File: config.mk
export PLATFORM = sky130hd
export DESIGN_NAME = matmul_seq_ctrl_flat
export DESIGN_NICKNAME = d
export VERILOG_FILES = /design/src/rtl/matmul_pkg.sv /design/src/rtl/matmul_seq_ctrl_if.sv /design/src/rtl/matmul_mac.sv /design/src/rtl/matmul_seq_ctrl.sv /design/src/flat_wrapper.sv
export SDC_FILE = /design/constraint.sdc
export NUM_CORES = 1
export LEC_CHECK = 0
export CAP_MARGIN = 30
export CELL_PAD_IN_SITES_DETAIL_PLACEMENT = 1
export CELL_PAD_IN_SITES_GLOBAL_PLACEMENT = 2
export CORE_AREA = 5 5 246 128
export DETAILED_ROUTE_END_ITERATION = 16
export DIE_AREA = 0 0 251 133
export GPL_ROUTABILITY_DRIVEN = 0
export PLACE_DENSITY_LB_ADDON = 0.25
export SLEW_MARGIN = 20
export SYNTH_ARGS = -nofsm -noshare
export SYNTH_HDL_FRONTEND = slang
export SYNTH_SLANG_ARGS = --single-unit
export TNS_END_PERCENT = 50
File: constraint.sdc
create_clock -name clk -period 16 [get_ports clk]
set_clock_uncertainty 0.15 [all_clocks]
set_input_delay 4 -clock clk [delete_from_list [all_inputs] [get_ports clk]]
set_output_delay 4 -clock clk [all_outputs]
set_load 0.02 [all_outputs]
File: src/rtl/matmul_pkg.sv
// Shared state encoding, parameter defaults and index-width helper for the
// matrix-multiply sequencer.
package matmul_pkg;

    localparam int DEF_DATA_W    = 8;
    localparam int DEF_MAX_N     = 4;
    localparam int DEF_ACC_W     = 18;
    localparam int DEF_RES_BYTES = 3;

    typedef enum logic [2:0] {
        IDLE,
        LOAD_A,
        LOAD_B,
        CALC,
        SEND
    } state_t;

    // Width of a counter that indexes 0..n-1; never narrower than one bit.
    function automatic int idx_w(input int n);
        return (n > 1) ? $clog2(n) : 1;
    endfunction

endpackage

File: src/rtl/matmul_seq_ctrl_if.sv
// Host-facing byte bus of the sequencer: UART rx strobe, tx handshake and status.
interface matmul_seq_ctrl_if;

    logic [7:0] rx_data;
    logic       rx_valid;
    logic [7:0] tx_data;
    logic       tx_valid;
    logic       tx_ready;
    logic       busy;
    logic       done;
    logic       err;

    modport master (
        output rx_data, rx_valid, tx_ready,
        input  tx_data, tx_valid, busy, done, err
    );

    modport slave (
        input  rx_data, rx_valid, tx_ready,
        output tx_data, tx_valid, busy, done, err
    );

endinterface

File: src/rtl/matmul_mac.sv
// Registered unsigned multiply-accumulate, time-shared across all C elements.
// Clear takes priority over enable.
module matmul_mac
    import matmul_pkg::*;
#(
    parameter int DATA_W = DEF_DATA_W,
    parameter int ACC_W  = DEF_ACC_W
) (
    input  logic              clk,
    input  logic              rst,
    input  logic              clr,
    input  logic              en,
    input  logic [DATA_W-1:0] a,
    input  logic [DATA_W-1:0] b,
    output logic [ACC_W-1:0]  acc
);

    logic [2*DATA_W-1:0] prod;

    assign prod = {{DATA_W{1'b0}}, a} * {{DATA_W{1'b0}}, b};

    // NOTE: clocked state uses non-blocking assignments so every register
    // samples pre-edge values regardless of process ordering.
    always_ff @(posedge clk or posedge rst) begin
        if (rst)
            acc <= '0;
        else if (clr)
            acc <= '0;
        else if (en)
            acc <= acc + ACC_W'(prod);
    end

endmodule

File: src/rtl/matmul_seq_ctrl.sv
// Byte-protocol sequencer: size, A, B in; C = A x B out as big-endian bytes.
// Optional inter-byte load timeout enabled by defining MATMUL_RX_TIMEOUT_EN.
module matmul_seq_ctrl
    import matmul_pkg::*;
#(
    parameter int DATA_W    = DEF_DATA_W,
    parameter int MAX_N     = DEF_MAX_N,
    parameter int ACC_W     = DEF_ACC_W,
    parameter int RES_BYTES = DEF_RES_BYTES
`ifdef MATMUL_RX_TIMEOUT_EN
    , parameter int TIMEOUT_CYC = 1000000
`endif
) (
    input logic             clk,
    input logic             rst,
    matmul_seq_ctrl_if.slave bus
);

    localparam int IDX_W  = idx_w(MAX_N);
    localparam int BYTE_W = idx_w(RES_BYTES);

    state_t                 state_q, state_d;
    logic [IDX_W-1:0]       n_m1, r, c, i, j, k;
    logic [BYTE_W-1:0]      b;
    logic                   err_q, done_q;
    logic [DATA_W-1:0]      mem_a [MAX_N][MAX_N];
    logic [DATA_W-1:0]      mem_b [MAX_N][MAX_N];
    logic [ACC_W-1:0]       acc;
    logic [8*RES_BYTES-1:0] res_pad;
    logic [7:0]             tx_byte;
    logic mac_clr, mac_en, size_ok, load_last, k_last, b_last, elem_last, xfer, timeout;

    assign size_ok   = (bus.rx_data != 8'd0) && (int'(bus.rx_data) <= MAX_N);
    assign load_last = (r == n_m1) && (c == n_m1);
    assign k_last    = (k == n_m1);
    assign b_last    = (b == BYTE_W'(RES_BYTES - 1));
    assign elem_last = (i == n_m1) && (j == n_m1);
    assign xfer      = (state_q == SEND) && bus.tx_ready;

`ifdef MATMUL_RX_TIMEOUT_EN
    localparam int TO_W = $clog2(TIMEOUT_CYC + 1);
    logic [TO_W-1:0] idle_cnt;
    logic            loading;

    assign loading = (state_q == LOAD_A) || (state_q == LOAD_B);
    assign timeout = loading && !bus.rx_valid && (idle_cnt == TO_W'(TIMEOUT_CYC - 1));

    always_ff @(posedge clk or posedge rst) begin
        if (rst)
            idle_cnt <= '0;
        else if (!loading || bus.rx_valid)
            idle_cnt <= '0;
        else
            idle_cnt <= idle_cnt + TO_W'(1);
    end
`else
    assign timeout = 1'b0;
`endif

    always_ff @(posedge clk or posedge rst) begin
        if (rst)
            state_q <= IDLE;
        else
            state_q <= state_d;
    end

    // NOTE: every output of this block gets a default first so no path
    // leaves it unassigned and no latch is inferred.
    always_comb begin
        state_d = state_q;
        mac_clr = 1'b0;
        mac_en  = 1'b0;
        case (state_q)
            IDLE:   if (bus.rx_valid && size_ok) state_d = LOAD_A;
            LOAD_A: begin
                if (timeout)                         state_d = IDLE;
                else if (bus.rx_valid && load_last)  state_d = LOAD_B;
            end
            LOAD_B: begin
                if (timeout) state_d = IDLE;
                else if (bus.rx_valid && load_last) begin
                    state_d = CALC;
                    mac_clr = 1'b1;
                end
            end
            CALC: begin
                mac_en = 1'b1;
                if (k_last) state_d = SEND;
            end
            SEND: begin
                if (xfer && b_last) begin
                    if (elem_last) state_d = IDLE;
                    else begin
                        state_d = CALC;
                        mac_clr = 1'b1;
                    end
                end
            end
            default: state_d = IDLE;
        endcase
    end

    always_ff @(posedge clk or posedge rst) begin
        if (rst) begin
            n_m1 <= '0; r <= '0; c <= '0; i <= '0; j <= '0; k <= '0; b <= '0;
            err_q  <= 1'b0;
            done_q <= 1'b0;
        end else begin
            done_q <= 1'b0;
            case (state_q)
                IDLE: if (bus.rx_valid) begin
                    if (size_ok) begin
                        n_m1  <= IDX_W'(bus.rx_data - 8'd1);
                        err_q <= 1'b0;
                        r <= '0; c <= '0; i <= '0; j <= '0; k <= '0; b <= '0;
                    end else begin
                        err_q <= 1'b1;
                    end
                end
                LOAD_A, LOAD_B: begin
                    if (timeout) err_q <= 1'b1;
                    else if (bus.rx_valid) begin
                        if (c == n_m1) begin
                            c <= '0;
                            r <= (r == n_m1) ? '0 : r + IDX_W'(1);
                        end else begin
                            c <= c + IDX_W'(1);
                        end
                    end
                end
                CALC: k <= k_last ? '0 : k + IDX_W'(1);
                SEND: if (xfer) begin
                    if (b_last) begin
                        b <= '0;
                        if (elem_last) begin
                            i <= '0; j <= '0;
                            done_q <= 1'b1;
                        end else if (j == n_m1) begin
                            j <= '0;
                            i <= i + IDX_W'(1);
                        end else begin
                            j <= j + IDX_W'(1);
                        end
                    end else begin
                        b <= b + BYTE_W'(1);
                    end
                end
                default: ;
            endcase
        end
    end

    // NOTE: operand storage has no reset; only the N x N corner written by
    // the current load is ever read, so stale contents are harmless.
    always_ff @(posedge clk) begin
        if (bus.rx_valid && state_q == LOAD_A) mem_a[r][c] <= DATA_W'(bus.rx_data);
        if (bus.rx_valid && state_q == LOAD_B) mem_b[r][c] <= DATA_W'(bus.rx_data);
    end

    matmul_mac #(.DATA_W(DATA_W), .ACC_W(ACC_W)) u_mac (
        .clk (clk),
        .rst (rst),
        .clr (mac_clr),
        .en  (mac_en),
        .a   (mem_a[i][k]),
        .b   (mem_b[k][j]),
        .acc (acc)
    );

    always_comb begin
        res_pad = '0;
        res_pad[ACC_W-1:0] = acc;
    end

    assign tx_byte      = 8'(res_pad >> (8 * (RES_BYTES - 1 - int'(b))));
    assign bus.tx_data  = (state_q == SEND) ? tx_byte : 8'd0;
    assign bus.tx_valid = (state_q == SEND);
    assign bus.busy     = (state_q != IDLE);
    assign bus.done     = done_q;
    assign bus.err      = err_q;

endmodule

File: src/flat_wrapper.sv
// flat-port wrapper written by rule: the top's interface ports become plain ports
module matmul_seq_ctrl_flat import matmul_pkg::*;
#(
    parameter int DATA_W    = DEF_DATA_W,
    parameter int MAX_N     = DEF_MAX_N,
    parameter int ACC_W     = DEF_ACC_W,
    parameter int RES_BYTES = DEF_RES_BYTES

)
  (clk, rst, bus_rx_data, bus_rx_valid, bus_tx_ready, bus_tx_data, bus_tx_valid, bus_busy, bus_done, bus_err);
  matmul_seq_ctrl_if bus_i ();
  input logic clk;
  input logic rst;
  input wire logic [$bits(bus_i.rx_data)-1:0] bus_rx_data;
  input wire logic [$bits(bus_i.rx_valid)-1:0] bus_rx_valid;
  input wire logic [$bits(bus_i.tx_ready)-1:0] bus_tx_ready;
  output wire logic [$bits(bus_i.tx_data)-1:0] bus_tx_data;
  output wire logic [$bits(bus_i.tx_valid)-1:0] bus_tx_valid;
  output wire logic [$bits(bus_i.busy)-1:0] bus_busy;
  output wire logic [$bits(bus_i.done)-1:0] bus_done;
  output wire logic [$bits(bus_i.err)-1:0] bus_err;
  assign bus_i.rx_data = bus_rx_data;
  assign bus_i.rx_valid = bus_rx_valid;
  assign bus_i.tx_ready = bus_tx_ready;
  assign bus_tx_data = bus_i.tx_data;
  assign bus_tx_valid = bus_i.tx_valid;
  assign bus_busy = bus_i.busy;
  assign bus_done = bus_i.done;
  assign bus_err = bus_i.err;
  matmul_seq_ctrl #(.DATA_W(DATA_W), .MAX_N(MAX_N), .ACC_W(ACC_W), .RES_BYTES(RES_BYTES)) u_core (.clk(clk), .rst(rst), .bus(bus_i));
endmodule
==> summary.md, run 1 <==
| Metric | Value |
|---|---|
| Largest family of logic cells by synthesized area | multiplexers |
| Residual DRC count | 0 |
| I/O pin total | 24 |
| Yosys warns | 0 |
| Tot GR Track Use | 0.228 |
| Vias | 8194 |
| Seq. cell area | 8620 sq um |
| Measured slew at the worst slew-check pin | 0.918 ns |
| Vias in the first global route | 8351 |
| Fmax | 137 MHz |
| First-pass GRT wire length | 56600 um |
| Footprint of the multi-input gates | 5400 sq um |
| Overflow left after global routing | 0 |
| Reg2reg path depth | 17 |
| DR pass1 iterations | 5 |
| Pins Over Slew Limit | 0 |
| Share of post-route cells with drive strength above 1 | 0.151 |
| CP max-delay cell | a2111oi_0 |
| Most numerous cell on the critical path | fa_1 |
| Post-synth EDFFs | 256 |
| Worst-path cell chain | buf_4, mux4_2, mux4_2, and2_1, fa_1, fa_1, fa_1, inv_1, fa_1, inv_1, ha_1, and4_1, a21oi_1, a2111oi_0, o21ai_0, and2_1, o211ai_1 |
| Wire per inst | 26.6 um |
| Cell Area, Synth | 14600 sq um |
| Async SR Flop Fraction | 0.126 |
| Port bufs | 23 |
| Post-Syn Instances | 943 |
| # H-tree levels | 1 |
| Synthesized Nets | 1058 |
| Chip Height | 133 um |
| Worst Hold Class | flip-flop to flip-flop |
| Via/cell ratio | 5.88 |
| Initial Util | 0.496 |
| Post-CTS Hold Buffers | 0 |
| Slew margin rel. | 0.372 |
| Post-synthesis register bit count | 293 |
| Std-Cell Rows | 45 |
| Remaining antenna violation count after routing | 0 |
| WHS Path Cells | 1 |
| Antenna violations before repair | 0 |
| CTS root buf | clkbuf_16 |
| Critical path capture point type | flip-flop |
| GR Util met2 | 0.279 |
| Required time of the critical path | 16.31 ns |
| Startpoint Class | flip-flop |
| CP max FO | 40 |
| CTS resizes | 0 |
| Count of different cell masters after synthesis | 55 |
| Setup bufs post-CTS | 0 |
| Path type of the worst setup path | flip-flop to flip-flop |
| Worst path max stage delay | 0.82 ns |
| Total negative slack | 0 ns |
| Clk sinks | 293 |
| Met1 Use GR | 0.406 |
| Synth Area in Simple Gates | 0.0745 |
| CP top delay family | adder cells |
| Hold Path Origin | u_core.u_mac.acc[1] |
| Status | finished, final reports clean |
| Main flop type after synthesis | edfxtp_1 |
| RSZ-0062 raised after global routing | no |
| Synth-to-Final Area Change | 10.8% |
| Worst skew pair latency | 0.55 ns |
| Antenna cells | 0 |
| Final Cycle Share | 0.457 |
| Fillers | 2753 |
| Die ar. | 33400 sq um |
| Multiplexer share of the synthesized area | 0.131 |
| Busiest grt layer | met1 |
| Die W | 251 um |
| Xor and xnor area share after synthesis | 0.0102 |
| 1st-iter DRT viols | 801 |
| Final #Nets | 1090 |
| Post-synthesis adder-cell area fraction | 0.114 |
| Reg clk slew, reported paths | 0.07 ns |
| WL final | 37100 um |
| Core Area | 29400 sq um |
| Synth Area in Compound Gates | 0.0394 |
| Most frequent cells in the layout | 256 x edfxtp_1, 110 x inv_1, 80 x mux4_2, 66 x nand2_1, 53 x ha_1 |
| Most common cell after layout, fill and taps aside | edfxtp_1 |
| Smallest hold slack | 0.367 ns |
| R2R Setup Slk | 8.69 ns |
| Arr. time, crit path | 7.62 ns |
| CP bufs+invs | 3 |
| Register area share after synthesis | 0.589 |
| Tmin final | 7.31 ns |
| Clock tree from TritonCTS | yes |
| TritonCTS buffer count | 27 |
| Worst Hold Path EP | u_core.u_mac.acc[1] |
| Worst reg2reg startpoint | u_core.k[0] |
| Reg2reg end | u_core.u_mac.acc[17] |
| Max-cap viol count | 0 |
| Clk buf depth | 3 |
| Met3 Usage GRT | 0.0613 |
| Largest net degree at the start of global routing | 41 |
| # setup viols final | 0 |
| Syn Area/Cell | 15.5 sq um |
| HPWL reported at the end of detailed placement | 26600 um |
| Hold Vio Cnt, Final | 0 |
kinds of logic after synthesis:
group | count (synthesis)
flops | 293
simple gates | 207
buf+inv | 145
fa+ha+maj | 103
mux | 91
compound gates | 87
xor+xnor | 17
cell usage after synthesis, types with 6 or more instances:
cell,n,area share
nor3_1,7,0.0024
xor2_1,12,0.0072
and3_1,36,0.015
edfxtp_1,256,0.53
ha_1,53,0.045
nor2_1,22,0.0057
nand3_1,12,0.0041
o21ai_0,31,0.011
clkbuf_1,16,0.0041
nand2_1,66,0.017
nand2b_1,6,0.0026
buf_4,7,0.0036
mux2i_1,9,0.0062
mux4_2,80,0.12
fa_1,50,0.069
a21oi_1,19,0.0065
inv_1,110,0.028
dfrtp_1,37,0.063
and2_1,40,0.017
worst max path at each step:
stage / from / endpoint / slack, ns / cells after the start
6_report: u_core.k[0] / u_core.u_mac.acc[17] / 8.69 / 17
5_1_grt: u_core.k[0] / u_core.u_mac.acc[17] / 8.32 / 17
4_1_cts: u_core.k[0] / u_core.u_mac.acc[17] / 8.76 / 17
3_5_place_dp: u_core.k[0] / u_core.u_mac.acc[17] / 8.82 / 17
3_3_place_gp: bus_rx_data[7] / u_core.r[1] / 8.78 / 6
2_1_floorplan: u_core.b[0] / bus_tx_data[1] / 9.92 / 6
metal layers:
layer  vias to the layer above  part of all wire
li1                       3554                 -
met1                      4278              0.51
met2                       334              0.38
met3                        28             0.097
met4                         0            0.0097
met5                         -                 0
stage by stage:
step           cells  utilization  cell area, sq um  setup slack (ns)
2_1_floorplan    943            -             14600              9.92
3_3_place_gp    1340        0.517             15200              8.78
3_5_place_dp    1344        0.519             15300              8.82
4_1_cts         1393        0.549             16200              8.76
5_1_grt         1394        0.550             16200              8.32
6_report        1394        0.550             16200              8.69
layout make-up:
cell class              instances  area share
well taps                     399      0.0308
flip-flops and latches        293       0.532
clock buffers                  34      0.0440
repair buffers                 37      0.0216
clock inverters                15      0.0124
multi-input cells             505       0.333
inverters                     111      0.0257
sequential cells by signal (all words and copies together), names as in the netlist:
register	cells
u_core.mem_a	128
u_core.u_mac.acc	18
u_core.n_m1	2
u_core.bus.done	1
u_core.c	2
u_core.j	2
u_core.i	2
u_core.r	2
u_core.k	2
u_core.b	2
u_core.bus.err	1
u_core.mem_b	128
u_core.state_q	3
Power of run 1 is left out: the tool's default activity adds up to more than one toggle a clock period on the data nets, which glitch-free logic cannot reach.
==> inputs of run 2 (changes only) <==
--- a/config.mk
+++ b/config.mk
@@ -8,9 +8,9 @@
 export CAP_MARGIN = 30
 export CELL_PAD_IN_SITES_DETAIL_PLACEMENT = 1
 export CELL_PAD_IN_SITES_GLOBAL_PLACEMENT = 2
-export CORE_AREA = 5 5 246 128
+export CORE_AREA = 5 5 256 133
 export DETAILED_ROUTE_END_ITERATION = 16
-export DIE_AREA = 0 0 251 133
+export DIE_AREA = 0 0 261 138
 export GPL_ROUTABILITY_DRIVEN = 0
 export PLACE_DENSITY_LB_ADDON = 0.25
 export SLEW_MARGIN = 20
==> constraint.sdc (replaced) <==
create_clock -name clk -period 6.8 [get_ports clk]
set_clock_uncertainty 0.15 [all_clocks]
set_input_delay 1.7 -clock clk [delete_from_list [all_inputs] [get_ports clk]]
set_output_delay 1.7 -clock clk [all_outputs]
set_load 0.02 [all_outputs]
==> summary.md, run 2 (same netlist as run 1, synthesis figures left out) <==
| Metric | Value |
|---|---|
| Status | finished, final reports clean |
| Post-CTS Hold Buffers | 0 (unchanged) |
| Most frequent cells in the layout | 256 x edfxtp_1, 110 x inv_1, 80 x mux4_2, 66 x nand2_1, 53 x ha_1 |
| Measured slew at the worst slew-check pin | 0.858 ns (-0.0595 ns) |
| Std-Cell Rows | 46 (+2.2%) |
| Wire per inst | 24.5 um (-8.0%) |
| Reg clk slew, reported paths | 0.07 ns (about the same) |
| Max-cap viol count | 0 (unchanged) |
| Clk buf depth | 3 (unchanged) |
| Final Worst Setup Slack | 0.388 ns (-8.30 ns) |
| Antenna cells | 0 (unchanged) |
| Final Cycle Share | 0.943 (+0.486) |
| Final std cells w/o fill | 1438 (+3.2%) |
| TritonCTS buffer count | 28 (+3.7%) |
| Total negative slack | 0 ns (unchanged) |
| Hold Vio Cnt, Final | 0 (unchanged) |
| Placed cell count | 1385 (+3.1%) |
| DR pass1 iterations | 5 (unchanged) |
| # setup viols final | 0 (unchanged) |
| Reg2reg end | u_core.u_mac.acc[17] |
| I/O pin total | 24 (unchanged) |
| Die ar. | 36000 sq um (+7.9%) |
| Vias in the first global route | 8746 (+4.7%) |
| Required time of the critical path | 7.13 ns (-9.18 ns) |
| Tmin final | 6.41 ns (-0.896 ns) |
| Hold Path Origin | u_core.u_mac.acc[1] |
| WL final | 35200 um (-5.1%) |
| Clk sinks | 293 (unchanged) |
| Chip Height | 138 um (+3.8%) |
| Worst reg2reg startpoint | u_core.i[0] |
| CP max FO | 10 (-75%) |
| First-pass GRT wire length | 55100 um (-2.7%) |
| Reg2reg path depth | 17 (unchanged) |
| R2R Setup Slk | 0.39 ns (-8.30 ns) |
| Port bufs | 23 (unchanged) |
| 1st-iter DRT viols | 660 (-18%) |
| # H-tree levels | 1 (unchanged) |
| RSZ-0062 raised after global routing | no |
| Final #Nets | 1099 (+0.83%) |
| Vias | 8049 (-1.8%) |
| Die W | 261 um (+4.0%) |
| WHS Path Cells | 1 (unchanged) |
| Biggest regs | u_core.mem_a: 128 flops, u_core.mem_b: 128 flops, u_core.u_mac.acc: 18 flops |
| Fmax | 156 MHz (+14%) |
| Pins Over Slew Limit | 0 (unchanged) |
| Clock tree from TritonCTS | yes |
| Initial Util | 0.466 (-0.0304) |
| Residual DRC count | 0 (unchanged) |
| Critical path capture point type | flip-flop |
| Largest net degree at the start of global routing | 38 (-7.3%) |
| Most common cell after layout, fill and taps aside | edfxtp_1 |
| Post-Place Setup Slack | 0.369 ns (-8.45 ns) |
| Slew margin rel. | 0.428 (+0.0555) |
| HPWL reported at the end of detailed placement | 24700 um (-7.4%) |
| Via/cell ratio | 5.60 (-4.8%) |
| Core Area | 31400 sq um (+6.5%) |
| Synth-to-Final Area Change | 12.0% |
| Antenna violations before repair | 2 (+2) |
| Worst Hold Class | flip-flop to flip-flop |
| Share of post-route cells with drive strength above 1 | 0.157 (+0.00630) |
| CTS root buf | clkbuf_16 |
| Setup bufs post-CTS | 0 (unchanged) |
| Overflow left after global routing | 0 (unchanged) |
| Tot GR Track Use | 0.200 (-0.0287) |
| Arr. time, crit path | 6.74 ns (-0.88 ns) |
| CTS resizes | 0 (unchanged) |
| Path type of the worst setup path | flip-flop to flip-flop |
| Worst skew pair latency | 0.58 ns (+0.03 ns) |
| Startpoint Class | flip-flop |
| Worst Hold Path EP | u_core.u_mac.acc[1] |
| Remaining antenna violation count after routing | 0 (unchanged) |
[run 2: changes by cell type in the layout (fill, tap and decap cells not counted), sizes merged, moves of 2 or more]
cell           before  now
clkdlybuf4s50      21   23
clkbuf             34   31
inv               111  115
clkinv             10   12
buf                16   22
[run 2: worst max path at each step]
stage	slack, ns	end	start	cells after the start
floorplan	0.91	u_core.u_mac.acc[17]	u_core.i[1]	18
global placement	0.48	u_core.u_mac.acc[17]	u_core.i[0]	17
detailed placement	0.37	u_core.u_mac.acc[17]	u_core.i[0]	17
CTS	0.36	u_core.u_mac.acc[17]	u_core.i[0]	17
global route	0.09	u_core.u_mac.acc[17]	u_core.i[0]	17
finish	0.39	u_core.u_mac.acc[17]	u_core.i[0]	17
[run 2: final cells by class]
cell class                      count  area [sq um]
Sequential cell                   293          8620
Inverter                          111           417
Timing Repair Buffer               45           437
Tap cell                          432           541
Multi-Input combinational cell    505          5400
Clock buffer                       31           712
Clock inverter                     21           243
Fill cell                        3001         15000
[run 2: worst max-delay path: stages (launching register included)]
cell,delay [ns]
dfrtp_2,0.59
buf_4,0.29
mux4_2,0.54
mux4_2,0.57
and2_1,0.22
fa_1,0.51
fa_1,0.52
fa_1,0.55
inv_1,0.06
fa_1,0.53
inv_1,0.04
ha_1,0.37
and4_1,0.28
a21oi_1,0.10
a2111oi_0,0.47
o21ai_0,0.20
and2_1,0.17
o211ai_1,0.16
[run 2: metal layers]
| metal | GRT usage | share of wire | vias up |
|---|---|---|---|
| met5 | 0 | 0 | - |
| met4 | 0.0262 | 0.013 | 0 |
| met3 | 0.0428 | 0.063 | 41 |
| met2 | 0.308 | 0.46 | 217 |
| met1 | 0.304 | 0.46 | 4232 |
| li1 | - | - | 3559 |
[run 2: stage by stage]
step	hold slack [ns]	util	cell area, sq um
floorplan	0.316	-	14600
global placement	0.337	0.491	15400
detailed placement	0.337	0.491	15400
CTS	0.364	0.521	16400
global route	0.394	0.522	16400
finish	0.356	0.522	16400
Power of run 2 is left out for the same reason.
